<file path="src/rtl/lsu_pkg.sv">
// Shared definitions for the load/store unit: FSM states and access size codes.
// Imported by the controller and by the lane helper.
package lsu_pkg;

    typedef enum logic [1:0] {
        IDLE = 2'd0,
        RD   = 2'd1,
        WR   = 2'd2,
        RESP = 2'd3
    } state_t;

    localparam logic [1:0] SZ_BYTE = 2'b00;
    localparam logic [1:0] SZ_HALF = 2'b01;
    localparam logic [1:0] SZ_WORD = 2'b10;
    localparam logic [1:0] SZ_ILL  = 2'b11;

    // True when the access size cannot be served at this byte offset.
    function automatic logic isMisaligned(input logic [1:0] size, input logic [1:0] offset);
        return (size == SZ_ILL) ||
               ((size == SZ_HALF) && offset[0]) ||
               ((size == SZ_WORD) && (offset != 2'b00));
    endfunction

endpackage

</file>
<file path="src/rtl/lsu_lane.sv">
// Little-endian lane handling: extracts and extends the addressed load lane,
// and merges store data into the addressed lane of a full word.
module lsu_lane
    import lsu_pkg::*;
(
    input  logic [31:0] i_word,
    input  logic [31:0] i_wdata,
    input  logic [1:0]  i_offset,
    input  logic [1:0]  i_size,
    input  logic        i_uns,
    output logic [31:0] o_load,
    output logic [31:0] o_merged
);

    logic [7:0]  w_byteLane;
    logic [15:0] w_halfLane;

    always_comb begin
        w_byteLane = i_word[7:0];
        case (i_offset)
            2'd1:    w_byteLane = i_word[15:8];
            2'd2:    w_byteLane = i_word[23:16];
            2'd3:    w_byteLane = i_word[31:24];
            default: w_byteLane = i_word[7:0];
        endcase
        w_halfLane = i_offset[1] ? i_word[31:16] : i_word[15:0];

        // Extension bit is the lane MSB unless the load is unsigned.
        o_load = i_word;
        case (i_size)
            SZ_BYTE: o_load = {{24{~i_uns & w_byteLane[7]}}, w_byteLane};
            SZ_HALF: o_load = {{16{~i_uns & w_halfLane[15]}}, w_halfLane};
            default: o_load = i_word;
        endcase

        o_merged = i_wdata;
        case (i_size)
            SZ_BYTE: begin
                o_merged = i_word;
                case (i_offset)
                    2'd1:    o_merged[15:8]  = i_wdata[7:0];
                    2'd2:    o_merged[23:16] = i_wdata[7:0];
                    2'd3:    o_merged[31:24] = i_wdata[7:0];
                    default: o_merged[7:0]   = i_wdata[7:0];
                endcase
            end
            SZ_HALF: begin
                o_merged = i_word;
                if (i_offset[1]) o_merged[31:16] = i_wdata[15:0];
                else             o_merged[15:0]  = i_wdata[15:0];
            end
            default: o_merged = i_wdata;
        endcase
    end

endmodule

</file>
<file path="src/rtl/lsu_ctrl.sv">
// Load/store controller between a CPU port and a single-cycle word memory.
// Sub-word stores are done as read-modify-write; illegal requests answer with err.
module lsu_ctrl
    import lsu_pkg::*;
#(
    parameter int MEM_WORDS = 64
) (
    input  logic        clk,
    input  logic        rst_n,
    input  logic        req,
    input  logic        we,
    input  logic [1:0]  size,
    input  logic        uns,
    input  logic [31:0] addr,
    input  logic [31:0] wdata,
    output logic        busy,
    output logic        done,
    output logic        err,
    output logic [31:0] rdata,
    output logic        mem_read,
    output logic        mem_write,
    output logic [31:0] mem_addr,
    output logic [31:0] mem_wdata,
    input  logic [31:0] mem_rdata
);

    localparam logic [31:0] LP_MEM_WORDS = 32'(MEM_WORDS);

    state_t      r_state;
    state_t      w_nextState;
    logic [31:0] r_addr;
    logic [31:0] r_wdata;
    logic [1:0]  r_size;
    logic        r_uns;
    logic        r_we;
    logic        r_err;
    logic [31:0] r_word;

    logic        w_accept;
    logic        w_reqErr;
    logic [31:0] w_load;
    logic [31:0] w_merged;

    assign w_accept = (r_state == IDLE) && req;
    assign w_reqErr = isMisaligned(size, addr[1:0]) || ({2'b00, addr[31:2]} >= LP_MEM_WORDS);

    lsu_lane u_lane (
        .i_word   (r_word),
        .i_wdata  (r_wdata),
        .i_offset (r_addr[1:0]),
        .i_size   (r_size),
        .i_uns    (r_uns),
        .o_load   (w_load),
        .o_merged (w_merged)
    );

    always_ff @(posedge clk or negedge rst_n) begin
        if (!rst_n) begin
            r_state <= IDLE;
            r_addr  <= '0;
            r_wdata <= '0;
            r_size  <= '0;
            r_uns   <= 1'b0;
            r_we    <= 1'b0;
            r_err   <= 1'b0;
            r_word  <= '0;
        end else begin
            r_state <= w_nextState;
            if (w_accept) begin
                r_addr  <= addr;
                r_wdata <= wdata;
                r_size  <= size;
                r_uns   <= uns;
                r_we    <= we;
                r_err   <= w_reqErr;
            end
            if (r_state == RD) begin
                r_word <= mem_rdata;
            end
        end
    end

    always_comb begin
        w_nextState = r_state;
        busy        = (r_state != IDLE);
        done        = 1'b0;
        err         = 1'b0;
        rdata       = '0;
        mem_read    = 1'b0;
        mem_write   = 1'b0;
        mem_addr    = '0;
        mem_wdata   = '0;
        case (r_state)
            IDLE: begin
                // Word stores skip the read; everything else legal reads first.
                if (req) begin
                    if (w_reqErr)                   w_nextState = RESP;
                    else if (we && size == SZ_WORD) w_nextState = WR;
                    else                            w_nextState = RD;
                end
            end
            RD: begin
                mem_read    = 1'b1;
                mem_addr    = {r_addr[31:2], 2'b00};
                w_nextState = r_we ? WR : RESP;
            end
            WR: begin
                mem_write   = 1'b1;
                mem_addr    = {r_addr[31:2], 2'b00};
                mem_wdata   = w_merged;
                w_nextState = RESP;
            end
            RESP: begin
                done        = 1'b1;
                err         = r_err;
                rdata       = (!r_we && !r_err) ? w_load : 32'd0;
                w_nextState = IDLE;
            end
            default: w_nextState = IDLE;
        endcase
    end

endmodule

</file>
<file path="config.mk">
export PLATFORM = sky130hd
export DESIGN_NAME = lsu_ctrl
export DESIGN_NICKNAME = d
export VERILOG_FILES = /design/src/rtl/lsu_pkg.sv /design/src/rtl/lsu_lane.sv /design/src/rtl/lsu_ctrl.sv
export SDC_FILE = /design/constraint.sdc
export NUM_CORES = 1
export LEC_CHECK = 0
export ABC_AREA = 1
export BUFFER_PORTS_ARGS = -buffer_cell sky130_fd_sc_hd__buf_2
export CORE_UTILIZATION = 40
export DETAILED_ROUTE_END_ITERATION = 8
export PLACE_DENSITY = 0.68
export SKIP_CTS_REPAIR_TIMING = 1
export SLEW_MARGIN = 20
export SYNTH_ARGS = -nofsm -noshare
export SYNTH_HDL_FRONTEND = slang
export SYNTH_SLANG_ARGS = --single-unit
</file>
<file path="constraint.sdc">
create_clock -name clk -period 1.5 [get_ports clk]
set_input_delay 0.075 -clock clk [delete_from_list [all_inputs] [get_ports clk]]
set_output_delay 0.075 -clock clk [all_outputs]
set_load 0.005 [all_outputs]
</file>
# [Yosys cells after proc, flatten, opt, wreduce, memory -nomap -nowiden]
# Cells that the tools add are included.
[classes] magnitude_cmp=1 eq_ne=11 muxes=23 bitwise=3 reduce_logical=16
[op_table] operator="32-bit two-way mux" n=4
[op_table] operator="32-bit one-hot mux with 2 select lines" n=2
[op_table] operator="16-bit two-way mux" n=3
[op_table] operator="8-bit two-way mux" n=4
[op_table] operator="30-bit by 7-bit >= comparator with 1-bit output, second input constant" n=1
[op_table] operator="8-bit one-hot mux with 3 select lines" n=1
[op_table] operator="2-bit equality test, second input constant" n=6
[op_table] operator="2-bit by 1-bit equality test with 1-bit output, second input constant" n=4
[op_table] operator="2-bit one-hot mux with 4 select lines" n=1
[op_table] operator="2-bit two-way mux" n=3
[op_table] operator="1-bit logical AND" n=5
[op_table] operator="1-bit two-way mux" n=5
[op_table] operator="2-bit zero test" n=2
[op_table] operator="2-bit nonzero test" n=2
[op_table] operator="1-bit logical OR" n=3
[op_table] operator="3-bit OR reduction" n=1
[op_table] operator="1-bit bitwise AND" n=2
[op_table] operator="1-bit zero test" n=2
[op_table] operator="2-bit inequality test, second input constant" n=1
[op_table] operator="2-bit OR reduction" n=1
[op_table] operator="1-bit NOT" n=1
[totals] regBits=103 in_bits=103 output_inout_bits=101 word_cells=62

# [Logic depth before layout (Yosys ltp)]
[depth] word_depth=8 ltp_mapped=10 mapped_depth_nobuf=8

# [Cells and area by module]
# Synthesis repeated with hierarchy kept, for this count alone.
[hier_totals] cells_unflattened=974 hier_area_um2=6852.8
[modules_own_cells] module="lsu_ctrl" n_inst=1 cells_per_inst=619 area_per_inst_um2=5046.1
[modules_own_cells] module="lsu_lane" n_inst=1 cells_per_inst=355 area_per_inst_um2=1806.7

# [Worst setup path after synthesis]
# No wires, ideal clock.
[synth_path] kind="reg2out" startpoint="register r_state[0]" endpoint="output port mem_wdata[15]" t_arrival_ns=1.403 setup_slack_ns=0.022 stages_incl_launch_ff=7 path_buffers=2 path_cell_list="dfrtp_1 -> inv_1 -> ha_1 -> clkbuf_1 -> inv_1 -> clkbuf_1 -> a31oi_1"
[synth_between] elab_chain_len=2
[synth_lines] item="start, declared" line_no="lsu_ctrl.sv:29" rtl="state_t r_state;"
[synth_lines] item="start signal, assigned" line_no="lsu_ctrl.sv:68" rtl="r_state <= w_nextState;"
[synth_lines] item="2-bit equality test" line_no="lsu_ctrl.sv:93" rtl="case (r_state)"
[synth_lines] item="32-bit two-way mux" line_no="lsu_ctrl.sv:93"
[synth_lines] item="end, declared" line_no="lsu_ctrl.sv:23" rtl="output logic [31:0] mem_wdata,"
# Every way passes these cells.

# [Final worst setup path]
[layout_path] startpoint="register r_size[1]" endpoint="output port mem_wdata[11]"
[layout_between] elab_chain_len=3
[layout_lines] item="start, declared" line_no="lsu_ctrl.sv:33" rtl="logic [1:0] r_size;"
[layout_lines] item="start signal, assigned" line_no="lsu_ctrl.sv:72" rtl="r_size <= size;"
[layout_lines] item="2-bit by 1-bit equality test with 1-bit output or 2-bit zero test (tied branches)" line_no="lsu_lane.sv:37" rtl="case (i_size)"
[layout_lines] item="32-bit one-hot mux with 2 select lines *" line_no="lsu_lane.sv:37"
[layout_lines] item="32-bit two-way mux *" line_no="lsu_ctrl.sv:93"
# Mark *: on every way between the ends. The rest lies on a longest branch, timed or not.

==> impl_summary.txt <==
----------------------------------------------------
[Route]
  Routed Wire Length ... 23000 µm
  First-iteration detailed-routing DRC count ... 619
  DRC Markers ... 0
  Avg WL per Cell ... 16.3 µm
  Via count ... 7200
  Ratio of routed vias to standard cells ... 5.10
  Total iterations of the first detailed-routing run ... 5
  Count of antenna-violating nets left after detailed routing ... 0

[Setup path]
  Arrival time at the worst endpoint ... 1.87 ns
  Maximum fanout along the worst path ... 9
  Endpoint class of the critical path ... output port
  Worst Path Required ... 1.42 ns
  Launching element of the worst setup path ... r_size[1]$_DFFE_PN0P_
  Start of the worst register-to-register path ... r_state[1]$_DFFE_PN0P_
  Startpoint types ... flip-flop
  Crit Path Category ... flip-flop to output port

[Global routing]
  Wire length of the first global-routing pass ... 31900 µm
  Largest net degree at the start of global routing ... 104
  Antenna violations before repair ... 0
  Via count of the first global-routing pass ... 5919
  Aggregate global-route resource usage ... 0.262
  Gr ovfl total ... 0

[Floorplanning]
  Die outline height ... 126 µm
  Die area ... 16000 µm²
  Site Rows ... 45
  Starting density of the core ... 0.409
  I/O pin total ... 204
  Core Region ... 15100 µm²
  Width of the die ... 126 µm

[Run status]
  Status ... finished with violations
  Failing checks ... hold timing, setup timing

[Clock network]
  Clock transition at path regs ... 0.07 ns
  Insertion delay of the later-clocked pin in the worst-skew pair ... 0.35 ns
  Clock root buffer ... sky130_fd_sc_hd__clkbuf_16
  Number of buffers inserted during clock tree synthesis ... 9
  Clock sink total ... 103
  Deepest clock path buffer count ... 2
  H-tree depth ... 3
  TritonCTS clock tree ... done

[Power and ir drop]
  Net Sw Frac ... 0.472
  Total power per unit cell area ... 2070 nW/µm²
  Internal cell power ... 10.1 mW
  Clock group share of total power ... 0.124
  Switching power ... 9.08 mW
  Worst vdd rail ir drop ... 975 µV
  Sequential cell fraction of total power ... 0.268
  P_leak ... 5.04 nW
  Power share of the combinational group ... 0.608

[Final layout]
  Final net count ... 1328
  Most common cell after layout, fill and taps aside ... sky130_fd_sc_hd__nand2_1
  Fraction of final layout cells sized beyond drive strength 1 ... 0.296
  Commonest cells after routing, fill and taps aside ... sky130_fd_sc_hd__nand2_1, sky130_fd_sc_hd__buf_2, sky130_fd_sc_hd__dfrtp_1, sky130_fd_sc_hd__inv_1, sky130_fd_sc_hd__dlygate4sd3_1
  Layout overhead on the synthesized area ... 49.6%
  Fin util ... 0.612
  Non-filler instance count after layout ... 1412
  Final non-filler cell area ... 9270 µm²
  Antenna Diode Count ... 0

[Synthesis]
  Netlist cell types ... 35
  Number of flip-flops and latches in the synthesized netlist ... 103
  Gate count of the mapped netlist ... 891
  Synthesized area ... 6190 µm²
  Share of flip-flops with an asynchronous set or reset ... 1.00
  Yosys warns ... 0
  Avg Cell Area, Syn ... 6.95 µm²
  Number of flops mapped to enable cells by yosys ... 0
  Part of the Yosys area used for sequential elements ... 0.416
  Most used flip-flop cell after synthesis ... sky130_fd_sc_hd__dfrtp_1

[STA]
  Worst hold-check slack ... -0.0352 ns
  Final Critical Period ... 1.95 ns
  Share of the clock period used by the worst path after layout ... 1.30
  Number of endpoints failing setup at the final stage ... 109
  Remaining max-slew budget at the tightest pin ... 0.599
  Achievable clock frequency ... 0.513 GHz
  Max-slew violation total from the final report ... 0
  Slew at the pin closest to its max-slew limit ... 0.601 ns
  Final hold violation count ... 6
  Setup repair after global routing missed its margin ... yes
  Worst clock skew on the final layout ... 0.00647 ns
  Post-layout worst setup margin ... -0.448 ns

[Hold path]
  Kind of path behind the tightest hold check ... input port to flip-flop
  Hold Path Origin ... we

[Placement]
  PortBufs ... 201
  HPWL reported at the end of detailed placement ... 15900 µm
  Placed Area ... 7630 µm²
  Global placer's final weighted congestion ... 0.941
  Post-placement cell count ... 1284
  Worst setup slack after placement ... -0.128 ns

[Run]
  Reported max-cap violation count ... 0

----------------------------------------------------
[logic make-up after synthesis]
kind of cell,after synthesis,synth area share
muxes,2,0.00364
buffers and inverters,159,0.108
other,1,0.000606
AOI/OAI and AO/OA,182,0.162
adders and majority gates,5,0.0101
and+or+nand+nor,439,0.300
DFF,103,0.416
[final cells by class]
cell class	count	area, µm²
Clock inverter	3	42.5
Inverter	110	430
Sequential cell	103	2580
Clock buffer	12	256
Multi-Input combinational cell	631	3120
Tap cell	188	235
Timing Repair Buffer	364	2590
Timing Repair inverter	1	7.51
Fill cell	1352	5880
[critical path: stages (launching register included)]
cell                      delay, ns
sky130_fd_sc_hd__dfrtp_1       0.41
sky130_fd_sc_hd__inv_2         0.16
sky130_fd_sc_hd__nand2_4       0.12
sky130_fd_sc_hd__nor2_8        0.22
sky130_fd_sc_hd__buf_4         0.15
sky130_fd_sc_hd__nand2_1       0.05
sky130_fd_sc_hd__a31oi_2       0.25
sky130_fd_sc_hd__buf_2         0.16
[per-layer routing]
layer | vias to the layer above | track usage | wire (µm)
met1 | 3288 | 0.338 | 9450
li1 | 3472 | - | -
met4 | 0 | 0.109 | 731
met5 | - | 0 | 0
met3 | 56 | 0.0620 | 1970
met2 | 384 | 0.422 | 10900
[synthesized netlist by cell type (2+ instances only)]
master                      number  area share
sky130_fd_sc_hd__a211oi_1        7      0.0085
sky130_fd_sc_hd__a21oi_1        43       0.035
sky130_fd_sc_hd__a31oi_1        12       0.012
sky130_fd_sc_hd__buf_1           4      0.0024
sky130_fd_sc_hd__buf_2          14       0.011
sky130_fd_sc_hd__buf_4           4      0.0048
sky130_fd_sc_hd__buf_6           3      0.0055
sky130_fd_sc_hd__clkbuf_1       23       0.014
sky130_fd_sc_hd__dfrtp_1       103        0.42
sky130_fd_sc_hd__ha_1            5       0.010
sky130_fd_sc_hd__inv_1         103       0.062
sky130_fd_sc_hd__inv_2           6      0.0036
sky130_fd_sc_hd__mux2_2          2      0.0036
sky130_fd_sc_hd__nand2_1       336        0.20
sky130_fd_sc_hd__nand2_2         3      0.0030
sky130_fd_sc_hd__nand2_4         3      0.0055
sky130_fd_sc_hd__nand3_1        24       0.019
sky130_fd_sc_hd__nand3_4         2      0.0057
sky130_fd_sc_hd__nor2_1         52       0.032
sky130_fd_sc_hd__nor2_4         12       0.022
sky130_fd_sc_hd__nor3_1          3      0.0024
sky130_fd_sc_hd__o2111ai_1       9       0.013
sky130_fd_sc_hd__o211ai_1        3      0.0036
sky130_fd_sc_hd__o21ai_0        92       0.074
sky130_fd_sc_hd__o21ai_1         6      0.0048
sky130_fd_sc_hd__o22ai_1         8      0.0081
[state kept, by name, indices dropped and copies added (netlist names)]
signal and flops:
r_uns 1, r_wdata 32, r_size 2, r_we 1
r_err 1, r_word 32, r_state 2, r_addr 32
[through the flow]
stage / power (mW) / setup TNS [ns]
global route: 20.6 / -43.50
CTS: 17.7 / -33.51
floorplan: 11.1 / 0
global placement: 15.1 / -1.52
finish: 19.2 / -31.79
detailed placement: 15.3 / -2.95
[path summary, 6_finish.rpt]
path,endpoint,slack (ns),cells after the start
setup / recovery,mem_wdata[11],-0.45,7
hold / removal,r_we$_DFFE_PN0P_,-0.04,3
setup reg to reg,r_size[0]$_DFFE_PN0P_,-0.04,8
hold reg to reg,r_addr[10]$_DFFE_PN0P_,0.48,2
max in group asynchronous,r_word[10]$_DFFE_PN0P_,0.70,3
min in group asynchronous,r_word[16]$_DFFE_PN0P_,0.29,3
[power by group through the flow]
stage / Sequential [mW] / Combinational [mW] / Clock (mW)
after global placement: 5.08 / 10.1 / 0
after detailed placement: 5.10 / 10.2 / 0
after floorplan: 4.78 / 6.27 / 0
after global routing: 5.26 / 12.8 / 2.57
final: 5.15 / 11.7 / 2.39
after CTS: 5.09 / 10.2 / 2.43
No activity file was read; power rests on OpenSTA's default activity.
